--- config.mk ---
export PLATFORM = sky130hd
export DESIGN_NAME = boot_loader
export DESIGN_NICKNAME = d
export VERILOG_FILES = /design/src/rtl/boot_loader.sv
export SDC_FILE = /design/constraint.sdc
export NUM_CORES = 1
export LEC_CHECK = 0
export ABC_CLOCK_PERIOD_IN_PS = 2400
export CORE_ASPECT_RATIO = 0.8
export CORE_MARGIN = 2
export CORE_UTILIZATION = 54
export CTS_CLUSTER_DIAMETER = 120
export CTS_CLUSTER_SIZE = 24
export DETAILED_ROUTE_END_ITERATION = 8
export HOLD_SLACK_MARGIN = 0.02
export PLACE_DENSITY = 0.79
export SYNTH_ARGS = -nofsm -noshare
export SYNTH_HDL_FRONTEND = slang
export SYNTH_SLANG_ARGS = --single-unit
--- constraint.sdc ---
create_clock -name clock -period 2.4 [get_ports clock]
set_input_delay 0.6 -clock clock [delete_from_list [all_inputs] [get_ports clock]]
set_output_delay 0.6 -clock clock [all_outputs]
set_load 0.01 [all_outputs]
--- src/rtl/boot_loader.sv ---
// boot_loader: receives a length-prefixed little-endian byte stream, writes
// the assembled 32-bit words to instruction memory, then releases cpu_reset.
module boot_loader #(
    parameter int ADDR_WIDTH = 8
) (
    input  logic                  clock,
    input  logic                  reset,
    input  logic                  byte_valid,
    input  logic [7:0]            byte_data,
    output logic                  byte_ready,
    input  logic                  start,
    output logic                  mem_we,
    output logic [ADDR_WIDTH-1:0] mem_addr,
    output logic [31:0]           mem_wdata,
    output logic                  cpu_reset,
    output logic                  done,
    output logic                  error
);

    typedef enum logic [2:0] {
        S_CNT_LO,
        S_CNT_HI,
        S_DATA,
        S_WRITE,
        S_DONE,
        S_ERROR
    } state_t;

    // Capacity in words; a 33-bit compare keeps count == capacity legal.
    localparam logic [32:0] CAPACITY = 33'd1 << ADDR_WIDTH;

    state_t                state, state_nx;
    logic [7:0]            cnt_lo_q;
    logic [15:0]           count_q;
    logic [ADDR_WIDTH:0]   widx_q;     // one extra bit so a full image never wraps
    logic [1:0]            bidx_q;
    logic [23:0]           asm_q;      // first three bytes of the word in flight

    logic        accept;
    logic [15:0] count_in;
    logic        count_too_big;
    logic        last_word;

    assign accept        = byte_valid & byte_ready;
    assign count_in      = {byte_data, cnt_lo_q};
    assign count_too_big = 33'(count_in) > CAPACITY;
    assign last_word     = (33'(widx_q) + 33'd1) == 33'(count_q);

    // State register.
    always_ff @(posedge clock) begin
        if (reset) state <= S_CNT_LO;
        else       state <= state_nx;
    end

    // Next-state decode.
    always_comb begin
        state_nx = state;
        unique case (state)
            S_CNT_LO: if (accept) state_nx = S_CNT_HI;
            S_CNT_HI: begin
                if (accept) begin
                    if (count_in == 16'd0)  state_nx = S_DONE;
                    else if (count_too_big) state_nx = S_ERROR;
                    else                    state_nx = S_DATA;
                end
            end
            S_DATA:   if (accept && bidx_q == 2'd3) state_nx = S_WRITE;
            S_WRITE:  state_nx = last_word ? S_DONE : S_DATA;
            S_DONE:   if (start) state_nx = S_CNT_LO;
            S_ERROR:  if (start) state_nx = S_CNT_LO;
            default:  state_nx = S_CNT_LO;
        endcase
    end

    // Datapath plus registered outputs, decoded from the next state so every
    // output changes on the same edge as the state it belongs to.
    always_ff @(posedge clock) begin
        if (reset) begin
            cnt_lo_q   <= '0;
            count_q    <= '0;
            widx_q     <= '0;
            bidx_q     <= '0;
            asm_q      <= '0;
            byte_ready <= 1'b1;
            cpu_reset  <= 1'b1;
            done       <= 1'b0;
            error      <= 1'b0;
            mem_we     <= 1'b0;
            mem_addr   <= '0;
            mem_wdata  <= '0;
        end else begin
            byte_ready <= state_nx inside {S_CNT_LO, S_CNT_HI, S_DATA};
            cpu_reset  <= state_nx != S_DONE;
            done       <= state_nx == S_DONE;
            error      <= state_nx == S_ERROR;
            mem_we     <= state_nx == S_WRITE;

            if (accept) begin
                unique case (state)
                    S_CNT_LO: cnt_lo_q <= byte_data;
                    S_CNT_HI: begin
                        count_q <= count_in;
                        widx_q  <= '0;
                        bidx_q  <= '0;
                    end
                    S_DATA: begin
                        asm_q  <= {byte_data, asm_q[23:8]};
                        bidx_q <= bidx_q + 2'd1;
                    end
                    default: ;
                endcase
            end

            // Fourth byte completes the word; present it for the write cycle.
            if (state == S_DATA && state_nx == S_WRITE) begin
                mem_addr  <= widx_q[ADDR_WIDTH-1:0];
                mem_wdata <= {byte_data, asm_q};
            end

            if (state == S_WRITE) widx_q <= widx_q + 1'b1;

            // A reload restarts addressing; memory itself is left untouched.
            if ((state == S_DONE || state == S_ERROR) && start) mem_addr <= '0;
        end
    end

endmodule

==> metrics.md <==
| Metric | Value |
|---|---|
| Worst Reg2Reg Path Length in Cells | `7` |
| Vias in the first global route | `3617` |
| Final Instance Area | `roughly 0.0052 sq mm` |
| Met3 GRT Util | `7.54%` |
| Area Growth Syn to Fin | `22.1%` |
| Sequential-to-total area share from yosys stat | `between 50% and 60%` |
| Fillers | `around 630` |
| MaxCap Viol Count | `0` |
| PortBufs | `56` |
| Initial core utilization | `between 50 and 60%` |
| CTS Buffer Depth | `2` |
| Hpwl dp | `between 7000 and 8000 microns` |
| Worst path max stage delay | `0.43 ns` |
| Final min period | `2.33 ns` |
| RR Startpoint | `widx_q[1]$_SDFFE_PP0P_` |
| H-tree levels | `3` |
| WHS | `about 0.46 ns` |
| CTS tree | `done` |
| Post-synth top flop | `dfxtp_1` |
| Slew of the pin with the lowest slew margin | `0.597 ns` |
| DRC violations left | `0` |
| Routed wire length | `10100 microns` |
| Clk pwr share | `roughly 34%` |
| Flops & latches, synth | `roughly 110` |
| Clock Pin Slew Worst Setup and Hold Paths | `~0.1 ns` |
| GR Util met2 | `between 30% and 40%` |
| Post-CTS Hold Buffers | `0` |
| Dpl cell area | `approximately 0.005 sq mm` |
| Hold Fails Final Rpt | `0` |
| CP top delay family | `compound AO/OA/AOI/OAI gates` |
| Yosys top cell area share | `between 50 and 60%` |
| Antenna fix cells | `0` |
| WL/cell | `between 10 and 15 microns` |
| CP Depth | `7` |
| Crit Path Class | `reg2reg` |
| Leak Pwr | `~1.8 nW` |
| Dpl ws | `roughly 0.037 ns` |
| Net Sw Frac | `24.8%` |
| Die width | `approximately 100 microns` |
| Syn_nets | `approximately 530` |
| Die height | `between 80 and 90 microns` |
| Slew headroom | `59.8%` |
| GR met1 Demand/Resource | `about 34%` |
| Die area | `a little under 0.009 sq mm` |
| CTS Root Cell | `clkbuf_8` |
| Top post-synthesis cells by area | `dfxtp_1 (50%), nand2_1 (13%), a21oi_1 (9.4%)` |
| Antenna viol nets, final | `0` |
| Mapped Cells | `513` |
| Syn Area/Cell | `~8.3 sq um` |
| Yosys top cell by area | `dfxtp_1` |
| Fin nets | `585` |
| Final setup viols | `0` |
| Cells after DPL | `between 600 and 700` |
| Final max-slew violation count | `0` |
| Crit path launch | `widx_q[1]$_SDFFE_PP0P_` |
| Synthesized cell area | `roughly 0.0043 sq mm` |
| # rows | `28` |
| Routed via count | `3739` |
| Synth warnings | `0` |
| Top Usage Layer GRT | `met2` |
| CP required | `between 2 and 3 ns` |
| Outcome | `completed` |
| Async set-reset flop share out of synthesis | `0%` |
| Max Clock Freq | `around 430 MHz` |
| Largest net degree at the start of global routing | `42` |
| Hold path depth | `2` |
| PnR worst setup slack | `approximately 0.07 ns` |
| Post-synth EDFFs | `0` |
| Num CTS Buffers | `9` |
| Worst Min Path Start | `mem_wdata[10]$_SDFFE_PP0P_` |
| Period utilisation layout | `around 97%` |
| Routability cong. | `0.833` |
| IO Count | `57` |
| Crit path cell chain | `ha_2 -> nand2b_1 -> or2_1 -> a311oi_2 -> o2111ai_2 -> o41ai_4 -> o21ba_1` |
| CP max FO | `6` |
| Initial antenna violation count | `0` |
| Total core area | `roughly 0.0075 sq mm` |
| Share of cells above drive strength 1 | `8.85%` |
| Internal power | `~2.3 mW` |
| Number of DRC markers in iteration 0 | `roughly 270` |
| Synth cell types | `45` |
| Crit path DAT | `2.60 ns` |
| Combinational Power Share | `around 7.3%` |
| Fin cells | `681` |
| Worst Skew | `0.00817 ns` |
| CTS sink cnt | `107` |
| Total GRT Usage | `between 20% and 30%` |
| Gr ovfl total | `0` |
| CP startpoint kind | `register` |
| DRT Pass-1 Iters | `5` |
| VDD IR-drop max | `about 380 uV` |
| Min-delay worst type | `reg2reg` |
| NetSw | `~0.77 mW` |
| Final TNS setup | `0 ns` |
| CP Capture Type | `register` |
| Reg power frac | `approximately 59%` |
| Vias per cell | `5.49` |
| Power Density | `~590 mW/mm^2` |
| Worst path bufs/invs | `0` |
| First-pass GRT wire length | `between 15000 and 20000 microns` |
| Clk_lat worst skew | `0.37 ns` |
| Slowest cell on crit path | `dfxtp_1` |
-- worst register-to-register path: stages (launching register included) --
cell and delay [ns]:
dfxtp_1 0.43, ha_2 0.27, nand2b_1 0.10, or2_1 0.23, a311oi_2 0.34, o2111ai_2 0.22, o41ai_4 0.43, o21ba_1 0.20
-- layer usage --
| layer | wire length [microns] | share of wire (%) | vias to the layer above |
|---|---|---|---|
| li1 | - | - | 1836 |
| met1 | 4570 | 45 | 1739 |
| met2 | 4720 | 46 | 141 |
| met3 | 686 | 6.8 | 23 |
| met4 | 178 | 1.8 | 0 |
| met5 | 0 | 0 | - |
-- flip-flops by register name (all words and copies together), names as in the netlist, 2 cells and up --
name and count:
asm_q 24, bidx_q 2, cnt_lo_q 8, count_q 16, mem_addr 8, mem_wdata 32
state 3, widx_q 9
-- synthesized netlist by cell type, types with 2 or more instances --
master,number
nand2_1,145
dfxtp_1,107
a21oi_1,80
nor2_1,37
clkbuf_1,26
mux2i_1,24
o21ai_0,7
nor3_1,6
xnor2_1,6
buf_2,5
nand2b_1,5
nand3_1,5
nor4_1,5
xor2_1,4
a21o_1,3
a31oi_1,3
and2_1,3
and3_1,3
and4_1,3
buf_4,3
o31ai_1,3
or3_1,3
a22oi_1,2
ha_1,2
nor3b_1,2
nor4_4,2
-- final timing paths --
| path | endpoint | slack [ns] |
|---|---|---|
| max | byte_ready$_SDFF_PP1_ | 0.07 |
| max reg2reg | byte_ready$_SDFF_PP1_ | 0.07 |
| min reg2reg | mem_wdata[10]$_SDFFE_PP0P_ | 0.46 |
| min | mem_wdata[10]$_SDFFE_PP0P_ | 0.46 |
-- power groups by stage --
stage               Clock, mW  Sequential (mW)  Combinational (mW)
global placement            0             1.86               0.217
floorplan                   0             1.86               0.138
detailed placement          0             1.87               0.224
global route             1.14             1.83               0.248
finish                   1.04             1.82               0.227
CTS                      1.05             1.82               0.226
-- area by class of cell --
| type | count | area (sq um) | area share [%] |
|---|---|---|---|
| clock buffers | 11 | 141 | 2.71 |
| clock inverters | 5 | 43.8 | 0.840 |
| repair buffers | 82 | 763 | 14.6 |
| flip-flops and latches | 107 | 2140 | 41.1 |
| multi-input cells | 370 | 1990 | 38.2 |
| well taps | 105 | 131 | 2.52 |
| inverters | 1 | 3.75 | 0.0720 |
-- through the flow --
step,total power [mW],utilization [%]
CTS,3.10,69.1
global route,3.22,69.3
finish,3.09,69.3
detailed placement,2.09,66.7
global placement,2.08,66.7
floorplan,2.00,-
-- logic make-up after synthesis --
kind of cell | share of synthesized area, %
mux | 5.62
simple gates | 23.7
buf+inv | 3.57
compound gates | 14.3
fa+ha+maj | 0.586
xor+xnor | 2.05
flops | 50.1
-- cells in the final DEF, fill, tap and decap left out, types with 3 or more instances in the layout --
cell type / Yosys / layout
o31ai_1: 3 / 3
and4_1: 3 / 3
dfxtp_1: 107 / 107
xnor2_1: 6 / 6
buf_4: 3 / 25
a31oi_1: 3 / 3
a21o_1: 3 / 3
nand2b_1: 5 / 5
nor3_1: 6 / 6
and2_1: 3 / 3
nor2_1: 37 / 37
nand2_1: 145 / 145
a21oi_1: 80 / 80
clkbuf_8: 0 / 10
and3_1: 3 / 3
nor4_1: 5 / 5
or3_1: 3 / 3
nand3_1: 5 / 5
mux2i_1: 24 / 24
clkdlybuf4s50_1: 0 / 55
o21ai_0: 7 / 7
xor2_1: 4 / 4
-- timing repair --
action	in CTS	in global routing
setup endpoints to repair	0	4
setup buffers	0	0
gates resized for setup	0	2
No activity file was read; power rests on OpenSTA's default activity.
==> patch 1 (same settings) <==
Put one more register stage on the output `error`, cleared by the reset. The value now appears one clock later. The other outputs are not delayed to match.
--- a/src/rtl/boot_loader.sv
+++ b/src/rtl/boot_loader.sv
@@ -28,6 +28,8 @@
 
     // Capacity in words; a 33-bit compare keeps count == capacity legal.
     localparam logic [32:0] CAPACITY = 33'd1 << ADDR_WIDTH;
+
+    logic error_s0;
 
     state_t                state, state_nx;
     logic [7:0]            cnt_lo_q;
@@ -84,7 +86,7 @@
             byte_ready <= 1'b1;
             cpu_reset  <= 1'b1;
             done       <= 1'b0;
-            error      <= 1'b0;
+            error_s0   <= 1'b0;
             mem_we     <= 1'b0;
             mem_addr   <= '0;
             mem_wdata  <= '0;
@@ -92,7 +94,7 @@
             byte_ready <= state_nx inside {S_CNT_LO, S_CNT_HI, S_DATA};
             cpu_reset  <= state_nx != S_DONE;
             done       <= state_nx == S_DONE;
-            error      <= state_nx == S_ERROR;
+            error_s0   <= state_nx == S_ERROR;
             mem_we     <= state_nx == S_WRITE;
 
             if (accept) begin
@@ -124,5 +126,13 @@
         end
     end
 
+    always_ff @(posedge clock) begin
+        if (reset) begin
+            error <= '0;
+        end else begin
+            error <= error_s0;
+        end
+    end
+
 endmodule
 
Formal check against the unedited RTL: not equivalent (a bounded check fails within 4 cycles, from zero or initial values and one cycle with reset high).
==> patch 1 against the original RTL <==
Wire length decreased by 3.1%; power grew 3.9%; hold slack lost 0.014 ns; sequential cell count grew 1; worst setup slack better by 0.13 ns; non-clock buffer count did not move; area after synthesis up 0.76%; cell area rose by 1.4%; critical path type is now in2reg; critical endpoint is now done; largest cell class unchanged; largest power group unchanged.
==> patch 1: results (changes against the original RTL) <==
* Fillers at 678 (+7.8%)
* Hold Path Depth at 1 (-1)
* Lkg Pwr at 0.00181 uW (+1.2%)
* Reg area at 0.00216 mm2 (+0.93%)
* Multi-input logic area at 0.00198 mm2 (-0.57%)
* CP endpoint: done
* Status: complete, no violations
* Commonest cells post-synth: nand2_1 (171), dfxtp_1 (108), a21oi_1 (97), nor2_1 (29), clkbuf_1 (27)
* Post-synthesis cell type count at 51 (+13%)
* Setup Skew at 0.0133 ns (+0.00514 ns)
* DR vias at 3834 (+2.5%)
* Syn_nets at 555 (+5.3%)
* Sequential cell area fraction in the yosys report at 50.2% (+0.086 points)
* Switching share of power at 23.6% (-1.2 points)
* Seq cells at 108 (+0.93%)
* Via density at 5.41 (-1.5%)
* Worst-path maximum fanout at 4 (-2)
* Vias in the first global route at 3474 (-4.0%)
* Worst vdd ir at 0.358 mV (-5.6%)
* #MultiIn Comb at 393 (+6.2%)
* RD Place Congestion at 0.926 (+11%)
* CP max stage cell: or4_1
* Reg2Reg Launch Point: widx_q[2]
* R2R Setup Slk at 0.29 ns (+0.22 ns)
* Setup ws final at 0.202 ns (+0.131 ns)
* Largest net degree at the start of global routing at 85 (+100%)
* Synth area leaders: dfxtp_1 (50%), nand2_1 (15%), a21oi_1 (11%)
* Syn avg cell area at 7.96 um2 (-4.5%)
* Inverters, non-clock at 2 (+1)
* Worst-Margin Slew at 0.440 ns (-0.157 ns)
* First-pass GRT wire length at 16600 um (-3.0%)
* Cells after DPL at 693 (+4.2%)
* Signal buf overhead at 14.9% (+0.27 points)
* Endpoint, Worst Hold: error
* Synth Instances at 541 (+5.5%)
* Ratio of cells with drive above 1 in the final layout at 9.32% (+0.46 points)
patch 1: layer usage:
layer / up-vias / GRT usage, % / wire (um) / part of all wire, %
met5: - / 0 / 0 / 0
met4: 0 / 7.13 / 146 / 1.5
met3: 17 / 4.68 / 608 / 6.2
met2: 118 / 35.8 / 4410 / 45
met1: 1782 / 33.0 / 4680 / 48
li1: 1917 / - / - / -
patch 1: power by group through the flow:
stage / sequential, uW / clock (uW) / combinational (uW)
after CTS: 1840 / 1200 / 198
after detailed placement: 1880 / 0 / 196
after floorplan: 1870 / 0 / 115
after global placement: 1880 / 0 / 190
final: 1840 / 1180 / 198
after global routing: 1840 / 1280 / 215
patch 1: cell families after synthesis:
logic type	Yosys count	share of synthesized area [%]
AO/OA/AOI/OAI	125	15.6
flip-flops	108	50.2
XOR/XNOR	9	1.83
AND/OR/NAND/NOR	247	25.6
adder cells (fa/ha/maj)	2	0.581
buffers and inverters	40	3.78
multiplexers	10	2.35
==> patch 2 (config.mk and constraints unchanged) <==
Made on the original files. Change the parameter `ADDR_WIDTH` from 8 to 7.
--- a/src/rtl/boot_loader.sv
+++ b/src/rtl/boot_loader.sv
@@ -1,7 +1,7 @@
 // boot_loader: receives a length-prefixed little-endian byte stream, writes
 // the assembled 32-bit words to instruction memory, then releases cpu_reset.
 module boot_loader #(
-    parameter int ADDR_WIDTH = 8
+    parameter int ADDR_WIDTH = 7
 ) (
     input  logic                  clock,
     input  logic                  reset,
Ports: changed (resized mem_addr); port bits go from 57 to 56. The function was not compared with the original's and may differ.
==> patch 2 against the original RTL <==
Die area down 2.6%; hold slack got worse by 0.00093 ns; maximum frequency up 3.8%; worst setup slack better by 0.086 ns; area after synthesis shrank 2.7%; power decreased by 2.7%; wire length down 5.6%; first-iteration DRC count is 23% lower; critical path depth grew 1; sequential cell count shrank 2; clock power is 4% lower; combinational power is 6% lower; cell area decreased by 2.5%; clock skew about the same.
==> patch 2: results (changes against the original RTL) <==
* Status: complete, no violations
* PortBufs at 55 (-1.8%)
* Cells after DPL at 673 (+1.2%)
* DR vias at 3757 (+0.48%)
* Crit Reg-Reg Endpoint: cpu_reset
* Commonest cells post-synth: nand2_1 (171), dfxtp_1 (105), a21oi_1 (92), nor2_1 (26), clkbuf_1 (25)
* Gr usage total at 23.7% (-0.99 points)
* Reg2Reg Launch Point: widx_q[0]
* Post-synthesis cell type count at 47 (+4.4%)
* Sequential cell area fraction in the yosys report at 50.6% (+0.43 points)
* HPWL after DPL at 6760 um (-4.8%)
* Synth Area in XOR/XNOR at 1.48% (-0.58 points)
* Drt pass-1 iters at 4 (-1)
* Vias in the first global route at 3236 (-11%)
* First-pass GRT wire length at 15600 um (-8.6%)
* Initial DRC count at 210 (-23%)
* Fillers at 661 (+5.1%)
* Synth Area in Adders at 0.602% (+0.016 points)
* Reg2Reg Depth at 8 (+1)
* Via density at 5.45 (-0.69%)
* WL final at 9570 um (-5.6%)
* Hold path startpoint: mem_wdata[4]
* # nets final at 593 (+1.4%)
* Endpoint, Worst Hold: mem_wdata[4]
* Lkg Pwr at 0.00174 uW (-2.6%)
* Worst-path maximum fanout at 4 (-2)
* Crit path arrival time at 2.50 ns (-0.10 ns)
* Synth Area in Compound Gates at 16.4% (+2.1 points)
* RD Place Congestion at 0.938 (+13%)
* Synth Instances at 520 (+1.4%)
* Ratio of cells with drive above 1 in the final layout at 9.25% (+0.39 points)
* Mux contribution to synthesized area at 1.93% (-3.7 points)
* Synth area leaders: dfxtp_1 (51%), nand2_1 (15%), a21oi_1 (11%)
* Worst vdd ir at 0.377 mV (-0.66%)
patch 2: power breakdown:
group	switching [uW]	leakage, uW	total (uW)	internal [uW]
sequential	25.9	0.000848	1790	1770
clock	614	0.0000915	1000	388
combinational	120	0.000802	214	93.3
total	760	0.00174	3010	2250
patch 2: layout make-up:
class                   count  area share (%)
flip-flops and latches    105            41.3
multi-input cells         378            37.5
repair buffers             81            14.8
well taps                 105            2.58
clock buffers               9            2.44
clock inverters             7            1.08
inverters                   4           0.295
patch 2: stage by stage:
| stage | utilization, % | hold slack (ns) | instance area (um2) |
|---|---|---|---|
| after floorplan | - | 0.432 | 4160 |
| after global placement | 66.1 | 0.443 | 4910 |
| after detailed placement | 66.1 | 0.446 | 4910 |
| after CTS | 68.5 | 0.461 | 5090 |
| after global routing | 68.5 | 0.473 | 5090 |
| final | 68.5 | 0.457 | 5090 |
patch 2: critical path, cell delays in order, from the launching register on:
cell and delay (ns):
dfxtp_1 0.33, ha_1 0.32, xor2_1 0.15, a211oi_1 0.34
o2111ai_1 0.21, nor4_2 0.32, buf_4 0.19, a2bb2oi_4 0.07
or2_1 0.22
patch 2: worst max-delay path by stage:
stage,end,cells after the start,slack [ns]
after global routing,byte_ready,8,0.04
after floorplan,cpu_reset,8,0.25
after global placement,byte_ready,7,0.07
after detailed placement,byte_ready,7,0.02
final,cpu_reset,8,0.16
after CTS,cpu_reset,8,0.20
patch 2: per-layer routing:
layer / GRT usage, % / routed length, um
met1: 34.3 / 4450
met2: 36.1 / 4280
met3: 6.23 / 781
met4: 4.53 / 71
met5: 0 / 0
